### config.mk
export PLATFORM = sky130hd
export DESIGN_NAME = window_gen
export DESIGN_NICKNAME = d
export VERILOG_FILES = /design/src/rtl/window_gen.sv
export SDC_FILE = /design/constraint.sdc
export NUM_CORES = 1
export LEC_CHECK = 0
export CAP_MARGIN = 20
export CORE_MARGIN = 5
export CORE_UTILIZATION = 25
export CTS_BUF_LIST = sky130_fd_sc_hd__clkbuf_8
export CTS_CLUSTER_DIAMETER = 80
export CTS_CLUSTER_SIZE = 8
export DETAILED_ROUTE_END_ITERATION = 8
export GPL_TIMING_DRIVEN = 0
export HOLD_SLACK_MARGIN = 0.03
export PLACE_DENSITY_LB_ADDON = 0.12
export SLEW_MARGIN = 20
export SYNTH_ARGS = -nofsm -noshare
export SYNTH_HDL_FRONTEND = slang
export SYNTH_SLANG_ARGS = --single-unit
### constraint.sdc
create_clock -name clk -period 7.1 [get_ports clk]
set_clock_uncertainty 0.1 [all_clocks]
set_input_delay 1.065 -clock clk [delete_from_list [all_inputs] [get_ports clk]]
set_output_delay 1.065 -clock clk [all_outputs]
set_load 0.01 [all_outputs]
### src/rtl/window_gen.sv
// Sliding KxK window generator: accepts a raster pixel stream and emits one
// window per pixel whose KxK neighbourhood lies fully inside the frame.
module window_gen #(
  parameter int KERNEL_SIZE = 3,
  parameter int PX_SIZE     = 8,
  parameter int IMG_WIDTH   = 8,
  parameter int IMG_HEIGHT  = 8
) (
  input  logic                                             clk,
  input  logic                                             rst,
  input  logic [PX_SIZE-1:0]                               px_in,
  input  logic                                             px_valid,
  output logic                                             px_ready,
  output logic [KERNEL_SIZE-1:0][KERNEL_SIZE-1:0][PX_SIZE-1:0] win_out,
  output logic                                             win_valid,
  input  logic                                             win_ready,
  output logic                                             win_last
);

  localparam int CW = (IMG_WIDTH  > 1) ? $clog2(IMG_WIDTH)  : 1;
  localparam int RW = (IMG_HEIGHT > 1) ? $clog2(IMG_HEIGHT) : 1;
  localparam logic [CW-1:0] COL_MAX   = CW'(IMG_WIDTH - 1);
  localparam logic [RW-1:0] ROW_MAX   = RW'(IMG_HEIGHT - 1);
  localparam logic [CW-1:0] COL_FIRST = CW'(KERNEL_SIZE - 1);
  localparam logic [RW-1:0] ROW_FIRST = RW'(KERNEL_SIZE - 1);

  typedef logic [KERNEL_SIZE-1:0][KERNEL_SIZE-1:0][PX_SIZE-1:0] win_t;

  logic [CW-1:0] col_q, col_d;
  logic [RW-1:0] row_q, row_d;
  logic          win_valid_q, win_valid_d;
  logic          win_last_q, win_last_d;
  win_t          win_q, win_d;

  logic          accept;
  logic          col_wrap;
  logic          row_wrap;
  logic          win_load;

  // col_px[r] is the pixel at the current column, r rows above the current one
  logic [KERNEL_SIZE-1:0][PX_SIZE-1:0] col_px;

  assign px_ready  = !win_valid_q || win_ready;
  assign accept    = px_valid && px_ready;
  assign col_wrap  = (col_q == COL_MAX);
  assign row_wrap  = (row_q == ROW_MAX);
  assign win_load  = accept && (col_q >= COL_FIRST) && (row_q >= ROW_FIRST);

  assign col_px[0] = px_in;

  // Each line buffer reads ahead at the next column to be accepted, so its
  // registered output is ready by the time that pixel arrives. Buffer gi feeds
  // buffer gi+1, shifting a column up by one row on every accept.
  genvar gi;
  generate
    for (gi = 0; gi < KERNEL_SIZE - 1; gi++) begin : g_lb
      logic [PX_SIZE-1:0] mem [IMG_WIDTH];
      logic [PX_SIZE-1:0] rd_q;

      always_ff @(posedge clk) begin
        if (accept) begin
          mem[col_q] <= col_px[gi];
        end
        rd_q <= mem[col_d];
      end

      assign col_px[gi+1] = rd_q;
    end
  endgenerate

  always_comb begin
    col_d       = col_q;
    row_d       = row_q;
    win_valid_d = win_valid_q;
    win_last_d  = win_last_q;
    win_d       = win_q;

    if (accept) begin
      col_d = col_wrap ? '0 : col_q + CW'(1);
      if (col_wrap) begin
        row_d = row_wrap ? '0 : row_q + RW'(1);
      end
      for (int r = 0; r < KERNEL_SIZE; r++) begin
        win_d[r][0] = col_px[r];
        for (int c = 1; c < KERNEL_SIZE; c++) begin
          win_d[r][c] = win_q[r][c-1];
        end
      end
    end

    if (win_load) begin
      win_valid_d = 1'b1;
      win_last_d  = col_wrap && row_wrap;
    end else if (win_ready) begin
      win_valid_d = 1'b0;
      win_last_d  = 1'b0;
    end
  end

  always_ff @(posedge clk or posedge rst) begin
    if (rst) begin
      col_q       <= '0;
      row_q       <= '0;
      win_valid_q <= 1'b0;
      win_last_q  <= 1'b0;
      win_q       <= '0;
    end else begin
      col_q       <= col_d;
      row_q       <= row_d;
      win_valid_q <= win_valid_d;
      win_last_q  <= win_last_d;
      win_q       <= win_d;
    end
  end

  assign win_out   = win_q;
  assign win_valid = win_valid_q;
  assign win_last  = win_last_q;

endmodule
-- Yosys cells after proc, flatten, opt, wreduce, memory -nomap -nowiden
Memory sizes are Yosys's and may differ from the RTL's. A register that Yosys moved wholly into a read port is not among the register bits.
Cells that the tools add are included.
- bits in registers: 80
- latch bits: 0
- bits in writable memories: 128
- memory bits (read-only): 0
- bits of input ports: 12
- output and inout bits: 75
- word-level logic and storage cells: 37
- memories kept: 2
- $add $sub $neg: 2
- multipliers: 0
- div/mod/pow operators: 0
- order comparisons: 2
- equality and inequality tests: 2
- shifts and indexed selects: 0
- multiplexer cells: 8
- bitwise operators: 0
- reductions and logical operators: 8
- memory list (memory ; depth ; bits a word ; read ports ; clocked after Yosys merged registers in ; write ports ; RTL line ; source):
    g_lb[0].mem ; 8 ; 8 ; 1 ; 1 ; 1 ; 57 ; logic [PX_SIZE-1:0] mem [IMG_WIDTH];
    g_lb[1].mem ; 8 ; 8 ; 1 ; 1 ; 1 ; 57 ;
- operators by type and width (kind ; number):
    $mux W3 ; 3
    $add A3 B1 Y3 const B ; 2
    $eq A3 B3 Y1 const B ; 2
    $ge A3 B2 Y1 const B ; 2
    $mux W1 ; 5
    $logic_and A1 B1 Y1 ; 4
    $reduce_and A2 Y1 ; 1
    $reduce_bool A2 Y1 ; 1
    $logic_not A1 Y1 ; 1
    $logic_or A1 B1 Y1 ; 1

-- Longest topological paths before layout
Gate-level depths: netlist of run 1.
- word-level depth: 6
- mapped depth: 8
- mapped depth without buffers: 6

-- Least setup slack after synthesis of run 1
No wires, ideal clock.
- kind: in2reg
- start: input port win_ready
- end: memory g_lb[0].mem[0][0] (enable)
- arrival: 3.133 ns
- path slack: 3.437 ns
- cell stages on the path: 5
- path buffers: 1
- path through: nor2b_4 > inv_2 > nand2_1 > clkbuf_1 > nor4_1
- longest elaborated chain between the ends: 4
- RTL lines (element ; RTL line ; source):
    start, declared ; 16 ; input logic win_ready,
    $logic_or A1 B1 Y1 ; 43 ; assign px_ready = !win_valid_q || win_ready;
    net px_ready ; 13 ; output logic px_ready,
    $logic_and A1 B1 Y1 ; 44 ; assign accept = px_valid && px_ready;
    $mux W1 ; 61 ; if (accept) begin
    $mux W1 (implied by the code) ; 62 ; mem[col_q] <= col_px[gi];
    end, declared ; 57 ;
The timed path passes the listed nets, and every way through them passes these cells.

-- Final worst setup path of run 1
- start: input port win_ready
- end: output port px_ready
- longest elaborated chain between the ends: 1
- RTL lines (element ; RTL line):
    $logic_or A1 B1 Y1 ; 43
    end, declared ; 13
Every way passes these cells.

==> summary.txt, run 1 <==
STA
  • Fin. Hold Viols: 0
  • Max Slew Vio Count: 0
  • Unrepaired setup endpoints after global routing: false
  • Post-layout minimum cycle time: 3550 ps
  • Tcrit/Tclk final: 49.9%
  • Hold slack: 320 ps
  • Final setup fails: 0
  • Slew of the pin with the lowest slew margin: 963 ps
  • Rel. slew slack: 35.8%
  • Fmax: 282 MHz
  • Setup TNS: 0 ps

Floorplanning
  • IO Count: 87
  • Vert. Die Dim: 196 um
  • Die Area: 38500 sq um
  • Row cnt: 68
  • Core ar.: 34400 sq um
  • Die width: 196 um
  • Initial core utilization: 25.2%

Logic synthesis
  • Post-Syn Nets: 699
  • Top_reg_cell synth: edfxtp_1
  • Synth Instances: 681
  • Commonest cells post-synth: nand2_1, edfxtp_1, dfrtp_1, a211oi_1, a21boi_0
  • Ys Warns: 0
  • Post-synthesis async set-or-reset flop share: 35.7%
  • Register area share after synthesis: 71.2%
  • Most frequent cell after synthesis: nand2_1
  • Top-area cell type share of the netlist area: 44.4%
  • Post-Syn Area per Cell: 12.7 sq um
  • Post-synth EDFFs: 128
  • Yosys top cell by area: edfxtp_1
  • Library cells used by synthesis: 38
  • Synth Cell Area: 8660 sq um
  • Flops & latches, synth: 224
  • Top cells by area, synth: edfxtp_1, dfrtp_1, nand2_1

Critical path
  • Critical path arrival: 2380 ps
  • R2r setup slk: 3970 ps
  • CP Class: in2out
  • CP Capture Type: output pin
  • Crit path required time: 5930 ps
  • Crit-path max FO: 7
  • Startpoint Class: primary input

Route
  • Met3 routed WL: 1250 um
  • DRT Wirelength: 25200 um
  • Starting DRT DRC Count: 293
  • Routed len/inst: 19.5 um
  • DRC: 0
  • Vias: 5689
  • Metal2 WL: 11300 um
  • Top Metal Used: met4
  • Drt first pass iters: 4
  • Met1 wire length: 12100 um
  • Final ANT Viol Nets: 0
  • Vias/cell: 4.40

GRT
  • Global-route usage over all layers: 12.9%
  • Number of global-route vias before repair: 5890
  • Largest net degree at the start of global routing: 52
  • Antenna violations before repair: 0
  • Global-route wire length before repair: 37900 um
  • Total global routing overflow: 0

Power
  • Power Total: 4620 uW
  • Switch share: 37.5%
  • Internal power: 2890 uW
  • Worst-case vdd ir drop: 0.000150 V
  • Clock share of power: 19.3%
  • Reg power frac: 44.6%
  • Leak: 0.00419 uW
  • Power Density: 428 nW/um^2
  • Net load switching power: 1730 uW
  • Comb pwr share: 36.1%

Final layout
  • Nets: 831
  • Fin util: 31.4%
  • Ant diodes: 0
  • Area grow syn2layout: 24.7%
  • Post-route design area: 10800 sq um
  • Layout cells sized above 1: 9.80%

Placed design
  • GPL Wtd Cong: 0.693
  • Dpl hpwl: 16400 um
  • Port bufs: 86
  • Dpl cell area: 10300 sq um

Clock tree
  • Clk_lat worst skew: 570 ps
  • TritonCTS clock tree: done
  • Hold Buf Count CTS: 0
  • CTS Buf Count: 31
  • Clock sink count: 224
  • Setup Fix Bufs, Post-CTS: 0
  • Max Buffers Root-to-Sink: 3
  • CTS resizes: 0
  • Clk slew on worst S/H paths: 60 ps
  • H-tree depth: 1
  • Clk root buf: clkbuf_8

Run status
  • Status: completed

Min path
  • Hold WC Path Type: reg2reg

Run
  • # Max-Cap Violations: 0
power by group through the flow:
stage | sequential, uW | clock, uW | combinational, uW
after floorplan | 2090 | 0 | 758
after global placement | 2100 | 0 | 1660
after detailed placement | 2090 | 0 | 1700
after CTS | 2070 | 932 | 1710
after global routing | 2120 | 982 | 1820
final | 2060 | 891 | 1670
per-stage QoR:
stage                     std cells  setup WS [ps]
after floorplan                 681           3440
after global placement         1222            532
after detailed placement       1235           2950
after CTS                      1292           3540
after global routing           1292           3470
final                          1292           3550
path summary, 6_finish.rpt:
path / start / endpoint / cells past startpoint
max in group asynchronous: rst / win_out[55] / 3
worst max-delay path: win_ready / px_ready / 4
worst max register to register: col_q[0] / g_lb[1].rd_q[7] / 7
min in group asynchronous: rst / win_out[65] / 2
worst min register to register: g_lb[1].rd_q[5] / win_out[53] / 2
worst min-delay path: g_lb[1].rd_q[5] / win_out[53] / 2
registers in the layout, indices dropped and copies added (netlist names):
register and flops:
g_lb.mem 128, win_last 1, win_valid 1, win_out 72, g_lb.rd_q 16, col_q 3, row_q 3
metal layers:
layer	vias to the layer above	global-route usage, %
met3	38	2.30
met4	0	2.95
met1	2833	18.6
met5	-	0
met2	127	20.2
li1	2691	-
worst max-delay path, stage by stage:
cell	delay, ps
clkdlybuf4s50_1	520
nor2b_4	80
inv_2	150
clkdlybuf4s50_1	560
area by class of cell:
class / count / area, sq um
fill: 3509 / 23600
sequential: 224 / 6170
multi-input combinational: 409 / 2310
timing repair buffer: 99 / 991
tap: 455 / 569
clock buffer: 31 / 427
buffer: 43 / 215
clock inverter: 26 / 105
inverter: 5 / 21.3
logic make-up (layout without fill, tap and decap cells):
logic type / Yosys count / after routing / synth area share (%)
buffers and inverters: 48 / 204 / 2.70
adders and majority gates: 6 / 6 / 0.867
AOI/OAI and AO/OA: 138 / 138 / 12.2
DFF: 224 / 224 / 71.2
muxes: 1 / 1 / 0.130
and+or+nand+nor: 264 / 264 / 12.9
placed cells by master, fill, tap and decap left out, types with 2 or more instances in the layout:
cell	synthesis	final
nor2_4	0	3
a21o_1	5	5
clkbuf_1	27	27
dfxtp_1	16	16
clkbuf_8	0	31
a21oi_1	4	4
nor4_2	3	4
a21boi_0	60	60
nand3b_1	5	5
edfxtp_1	128	128
inv_1	3	27
ha_1	6	6
a211oi_1	60	60
nand2_1	223	223
dfrtp_1	80	80
buf_4	4	11
o21ai_0	2	2
clkdlybuf4s50_1	0	86
inv_2	2	2
nor3_2	0	4
nand2b_1	2	2
buf_2	7	8
nor4_1	14	13
buf_6	4	8
nor2_1	5	2
Power figures use the tool's default switching activity.
==> run 2: changes to the inputs <==
==> constraint.sdc (replaced) <==
create_clock -name clk -period 3.2 [get_ports clk]
set_clock_uncertainty 0.1 [all_clocks]
set_input_delay 0.48 -clock clk [delete_from_list [all_inputs] [get_ports clk]]
set_output_delay 0.48 -clock clk [all_outputs]
set_load 0.01 [all_outputs]
==> run 2 against run 1 <==
  * Via count shrank 0.47%
  * First-iteration DRC count is 12% higher
  * Highest routed layer unchanged
  * Routed wire length shrank 0.15%
==> summary.txt, run 2 (synthesis gave the netlist of run 1 again) <==
Placed design
  • Port bufs: 86 (unchanged)
  • Dpl cell area: 10300 sq um (unchanged)
  • GPL Wtd Cong: 0.693 (unchanged)
  • Dpl hpwl: 16400 um (unchanged)

Route
  • Vias/cell: 4.39 (was 4.40)
  • Starting DRT DRC Count: 327 (was 293)
  • Vias: 5662 (was 5689)
  • Final ANT Viol Nets: 0 (unchanged)
  • DRT Wirelength: 25100 um (was 25200 um)
  • Drt first pass iters: 4 (unchanged)
  • DRC: 0 (unchanged)
  • Routed len/inst: 19.5 um (about the same)

GRT
  • Number of global-route vias before repair: 5890 (unchanged)
  • Largest net degree at the start of global routing: 52 (unchanged)
  • Total global routing overflow: 0 (unchanged)
  • Global-route usage over all layers: 12.9% (unchanged)
  • Global-route wire length before repair: 37900 um (unchanged)
  • Antenna violations before repair: 0 (unchanged)

Final layout
  • Post-route design area: 10800 sq um (about the same)
  • Nets: 830 (was 831)
  • Area grow syn2layout: 24.8% (was 24.7%)
  • Fin util: 31.4% (about the same)
  • Most frequent cells in the layout: nand2_1, edfxtp_1, clkdlybuf4s50_1 (unchanged)
  • Commonest non-fill, non-tap cell in the layout: nand2_1 (unchanged)
  • Layout cells sized above 1: 9.93% (was 9.80%)
  • Largest register FFs: 128 (unchanged)
  • Fillers: 3507 (was 3509)
  • Ant diodes: 0 (unchanged)
  • Most flops, register: g_lb.mem (unchanged)

Critical path
  • Crit-path max FO: 10 (was 7)
  • Reg2Reg Depth: 7 (unchanged)
  • RR Startpoint: col_q[0] (unchanged)
  • CP Class: reg2reg (was in2out)
  • Crit path required time: 3540 ps (was 5930 ps)
  • CP Capture Type: register (was output pin)
  • R2r setup slk: 290 ps (was 3970 ps)
  • Startpoint Class: register (was primary input)
  • Critical path arrival: 3240 ps (was 2380 ps)
  • R2R Path End: g_lb[1].rd_q[7] (unchanged)

Power
  • Worst-case vdd ir drop: 0.000332 V (was 0.000150 V)
  • Power Density: 950 nW/um^2 (was 428 nW/um^2)
  • Leak: 0.00419 uW (about the same)
  • Power Total: 10300 uW (was 4620 uW)

STA
  • Rel. slew slack: 35.9% (was 35.8%)
  • Final setup fails: 0 (unchanged)
  • Max Slew Vio Count: 0 (unchanged)
  • Fmax: 344 MHz
  • Unrepaired setup endpoints after global routing: false (unchanged)
  • Post-layout minimum cycle time: 2910 ps
  • Tcrit/Tclk final: 90.9%
  • Hold slack: 165 ps (was 320 ps)
  • Slew of the pin with the lowest slew margin: 962 ps (was 963 ps)
  • Fin. Hold Viols: 0 (unchanged)

Clock tree
  • CTS Buf Count: 31 (unchanged)
  • Clk slew on worst S/H paths: 70 ps (was 60 ps)
  • H-tree depth: 1 (unchanged)
  • Clk root buf: clkbuf_8 (unchanged)
  • Clk_lat worst skew: 580 ps (was 570 ps)
  • Max Buffers Root-to-Sink: 3 (unchanged)
  • Setup Fix Bufs, Post-CTS: 0 (unchanged)
  • Hold Buf Count CTS: 0 (unchanged)
  • TritonCTS clock tree: done (unchanged)
  • Clock sink count: 224 (unchanged)

Floorplanning
  • Die Area: 38500 sq um (unchanged)
  • Core ar.: 34400 sq um (unchanged)
  • Initial core utilization: 25.2% (unchanged)
  • IO Count: 87 (unchanged)
  • Row cnt: 68 (unchanged)
  • Die width: 196 um (unchanged)
  • Vert. Die Dim: 196 um (unchanged)

Run
  • # Max-Cap Violations: 0 (unchanged)

Run status
  • Status: completed (unchanged)

Min path
  • Hold WC Path Type: in2async (was reg2reg)
run 2: per-layer routing:
layer  part of all wire (%)  routed length [um]  track usage, %
met5                      0                   0               0
met2                     45               11300            20.2
met1                     49               12200            18.6
met4                    1.9                 479            2.95
met3                    4.6                1160            2.30
run 2: worst max-delay path by stage:
stage	from	to	slack [ps]
after floorplan	win_valid	g_lb[0].mem[0][0]	90
after global placement	win_ready	g_lb[0].mem[0][6]	-2780
after detailed placement	win_ready	g_lb[1].rd_q[7]	-360
after CTS	col_q[1]	g_lb[1].rd_q[5]	60
after global routing	col_q[0]	g_lb[1].rd_q[7]	110
final	col_q[0]	g_lb[1].rd_q[7]	290
run 2: layout make-up:
type,count,area (sq um),area share (%)
plain buffers,42,211,1.96
clock buffers,31,427,3.95
clock inverters,26,105,0.973
inverters,5,21.3,0.197
multi-input cells,409,2320,21.4
flip-flops and latches,224,6170,57.1
well taps,455,569,5.27
repair buffers,99,991,9.17
run 2: critical path: stages (launching register included):
cell      delay, ps
dfrtp_1         540
inv_1           150
ha_1            320
and3_4          170
o211ai_2        510
buf_2           440
a211oi_1        110
nor4_2          430
run 2: power breakdown:
| group | switching (uW) | internal (uW) | total (uW) |
|---|---|---|---|
| logic | 2190 | 1530 | 3710 |
| registers | 582 | 3990 | 4570 |
| clock network | 1080 | 900 | 1980 |
| total | 3850 | 6410 | 10300 |
run 2: metrics by stage:
step | setup slack [ps] | instances | setup TNS [ps]
2_1_floorplan | 89.4 | 681 | 0
3_3_place_gp | -2780 | 1222 | -280070
3_5_place_dp | -361 | 1235 | -3470
4_1_cts | 57.0 | 1292 | 0
5_1_grt | 109 | 1291 | 0
6_report | 292 | 1291 | 0
run 2: timing repair:
item / in CTS / in global routing
gates resized for setup: 1 / 0
gates cloned: 0 / 0
endpoints found under the setup margin: 1 / 6
==> run 3: changes to the inputs <==
--- a/config.mk
+++ b/config.mk
@@ -6,7 +6,8 @@
 export NUM_CORES = 1
 export LEC_CHECK = 0
 export CAP_MARGIN = 20
-export CORE_MARGIN = 5
+export CELL_PAD_IN_SITES_DETAIL_PLACEMENT = 1
+export CELL_PAD_IN_SITES_GLOBAL_PLACEMENT = 1
 export CORE_UTILIZATION = 25
 export CTS_BUF_LIST = sky130_fd_sc_hd__clkbuf_8
 export CTS_CLUSTER_DIAMETER = 80
==> run 3 against run 2 <==
  * Sequential share of layout area grew 0.11 points
  * Sequential cell count is the same
  * Critical path depth is the same
  * Worst setup slack lost 120 ps
  * Global-route usage grew 2.0 points
  * Routed wire length grew 3.6%
  * Maximum frequency shrank 3.9%
  * Worst hold slack gained 2.6 ps
  * Critical endpoint is now g_lb[1].rd_q[1]
  * Largest cell class unchanged
==> summary.txt, run 3 (synthesis gave the netlist of run 1 again) <==
Run status
  • Status: completed (unchanged)

Run
  • # Max-Cap Violations: 0 (unchanged)

Route
  • Routed len/inst: 20.3 um (was 19.5 um)
  • DRT Wirelength: 26000 um (was 25100 um)
  • Vias: 5732 (was 5662)
  • Drt first pass iters: 4 (unchanged)
  • DRC: 0 (unchanged)
  • Starting DRT DRC Count: 273 (was 327)
  • Final ANT Viol Nets: 0 (unchanged)
  • Vias/cell: 4.46 (was 4.39)

STA
  • Max Slew Vio Count: 0 (unchanged)
  • Fin. Hold Viols: 0 (unchanged)
  • Slew of the pin with the lowest slew margin: 821 ps (was 962 ps)
  • Fmax: 330 MHz (was 344 MHz)
  • Final setup fails: 0 (unchanged)
  • Post-layout minimum cycle time: 3030 ps (was 2910 ps)
  • Hold slack: 167 ps (was 165 ps)
  • Rel. slew slack: 45.2% (was 35.9%)
  • Tcrit/Tclk final: 94.6% (was 90.9%)
  • Unrepaired setup endpoints after global routing: false (unchanged)

Clock tree
  • Clk_lat worst skew: 570 ps (was 580 ps)
  • Setup Fix Bufs, Post-CTS: 0 (unchanged)
  • CTS Buf Count: 31 (unchanged)
  • Max Buffers Root-to-Sink: 3 (unchanged)
  • Clk slew on worst S/H paths: 80 ps (was 70 ps)
  • Clk root buf: clkbuf_8 (unchanged)
  • H-tree depth: 1 (unchanged)
  • TritonCTS clock tree: done (unchanged)
  • Clock sink count: 224 (unchanged)

Final layout
  • Post-route insts no fill: 1284 (was 1291)
  • Most frequent cells in the layout: nand2_1, edfxtp_1, clkdlybuf4s50_1 (unchanged)
  • Area grow syn2layout: 24.5% (was 24.8%)
  • Most flops, register: g_lb.mem (unchanged)
  • Post-route design area: 10800 sq um (about the same)
  • Commonest non-fill, non-tap cell in the layout: nand2_1 (unchanged)
  • Area of the multi-input gates: 2320 sq um (unchanged)
  • Fillers: 3671 (was 3507)
  • Ant diodes: 0 (unchanged)
  • Nets: 829 (was 830)
  • Largest register FFs: 128 (unchanged)
  • Storage element area: 6170 sq um (unchanged)
  • Layout cells sized above 1: 9.81% (was 9.93%)

GRT
  • Global-route wire length before repair: 39700 um (was 37900 um)
  • Largest net degree at the start of global routing: 53 (was 52)
  • Global-route usage over all layers: 14.8% (was 12.9%)
  • Total global routing overflow: 0 (unchanged)
  • Antenna violations before repair: 0 (unchanged)
  • Number of global-route vias before repair: 6279 (was 5890)

Power
  • Internal power: 6410 uW (about the same)
  • Worst-case vdd ir drop: 0.000310 V (was 0.000332 V)
  • Comb pwr share: 36.5% (was 36.2%)
  • Switch share: 37.9% (was 37.5%)
  • Net load switching power: 3910 uW (was 3850 uW)
  • Reg power frac: 44.4% (was 44.5%)
  • Leak: 0.00418 uW (was 0.00419 uW)
  • Clock share of power: 19.2% (was 19.3%)
  • Power Density: 957 nW/um^2 (was 950 nW/um^2)

Critical path
  • CP Class: reg2reg (unchanged)
  • Slowest cell delay on critical path: 540 ps (about the same)
  • CP Buf/Inv Count: 2 (unchanged)
  • CP Capture Type: register (unchanged)
  • Startpoint Class: register (unchanged)
  • Cell family with most CP delay: simple AND/OR/NAND/NOR gates (was compound AO/OA/AOI/OAI gates)
  • Slowest CP cell: dfrtp_1 (unchanged)
  • R2r setup slk: 170 ps (was 290 ps)
  • Crit-path max FO: 10 (unchanged)
  • Crit path required time: 3500 ps (was 3540 ps)
  • Worst path cell trace: inv_1 -> ha_1 -> and3_4 -> o211ai_2 -> buf_2 -> a211oi_1 -> nor4_1 (was inv_1 -> ha_1 -> and3_4 -> o211ai_2 -> buf_2 -> a211oi_1 -> nor4_2)
  • Critical path arrival: 3330 ps (was 3240 ps)

Placed design
  • Dpl cell area: 10300 sq um (about the same)
  • Port bufs: 86 (unchanged)
  • Placed cell count: 1227 (was 1235)
  • Dpl hpwl: 17400 um (was 16400 um)
  • GPL Wtd Cong: 0.723 (was 0.693)

Floorplanning
  • Vert. Die Dim: 188 um (was 196 um)
  • Core ar.: 33800 sq um (was 34400 sq um)
  • IO Count: 87 (unchanged)
  • Initial core utilization: 25.6% (was 25.2%)
  • Row cnt: 67 (was 68)
  • Die width: 188 um (was 196 um)
  • Die Area: 35400 sq um (was 38500 sq um)

Min path
  • Hold WC Path Type: in2async (unchanged)
[run 3: cell type report]
class,count,share of cell area (%)
Sequential cell,224,57.2
Multi-Input combinational cell,409,21.5
Timing Repair Buffer,98,9.07
Tap cell,448,5.20
Clock buffer,31,3.96
Buffer,42,1.96
Clock inverter,27,0.974
Inverter,5,0.197
[run 3: layer usage]
metal  vias up  wire [um]  track usage [%]  part of all wire (%)
met4         0        467             4.07                   1.8
met2       123      12200             24.6                    47
met1      2886      12300             20.2                    47
met3        36        971             2.13                   3.7
met5         -          0                0                     0
li1       2687          -                -                     -
[run 3: final timing paths]
check                                     start  cells after the start              end
worst max register to register         col_q[0]                      7  g_lb[1].rd_q[1]
worst min register to register  g_lb[1].rd_q[6]                      2      win_out[54]
max in group asynchronous                   rst                      3      win_out[12]
worst max-delay path                   col_q[0]                      7  g_lb[1].rd_q[1]
worst min-delay path                        rst                      2      win_out[67]
min in group clk                g_lb[1].rd_q[6]                      2      win_out[54]
[run 3: timing repair]
item,in CTS,in global routing
setup endpoints to repair,1,9
gates cloned,0,0
hold buffers,0,0
endpoints found under the hold margin,0,0
gates resized for setup,1,0
[run 3: through the flow]
step	power, uW	TNS (ps)	setup WS (ps)	util [%]
finish	10300	0	173	31.9
global route	10900	0	36.1	31.9
CTS	10500	0	75.2	31.9
detailed placement	8460	-5140	-359	30.3
global placement	8300	-265260	-2800	29.8
floorplan	6320	0	89.4	-
[run 3: power by group through the flow]
stage | clock network, uW | logic, uW | registers, uW
final | 1980 | 3760 | 4580
after global routing | 2160 | 4090 | 4690
after detailed placement | 0 | 3810 | 4650
after CTS | 2080 | 3840 | 4600
after floorplan | 0 | 1680 | 4640
after global placement | 0 | 3680 | 4620
[run 3: worst reg2reg max path, stage by stage, from the launching register on]
cell and delay [ps]:
dfrtp_1 540, inv_1 160, ha_1 310, and3_4 170, o211ai_2 520, buf_2 460, a211oi_1 100, nor4_1 510
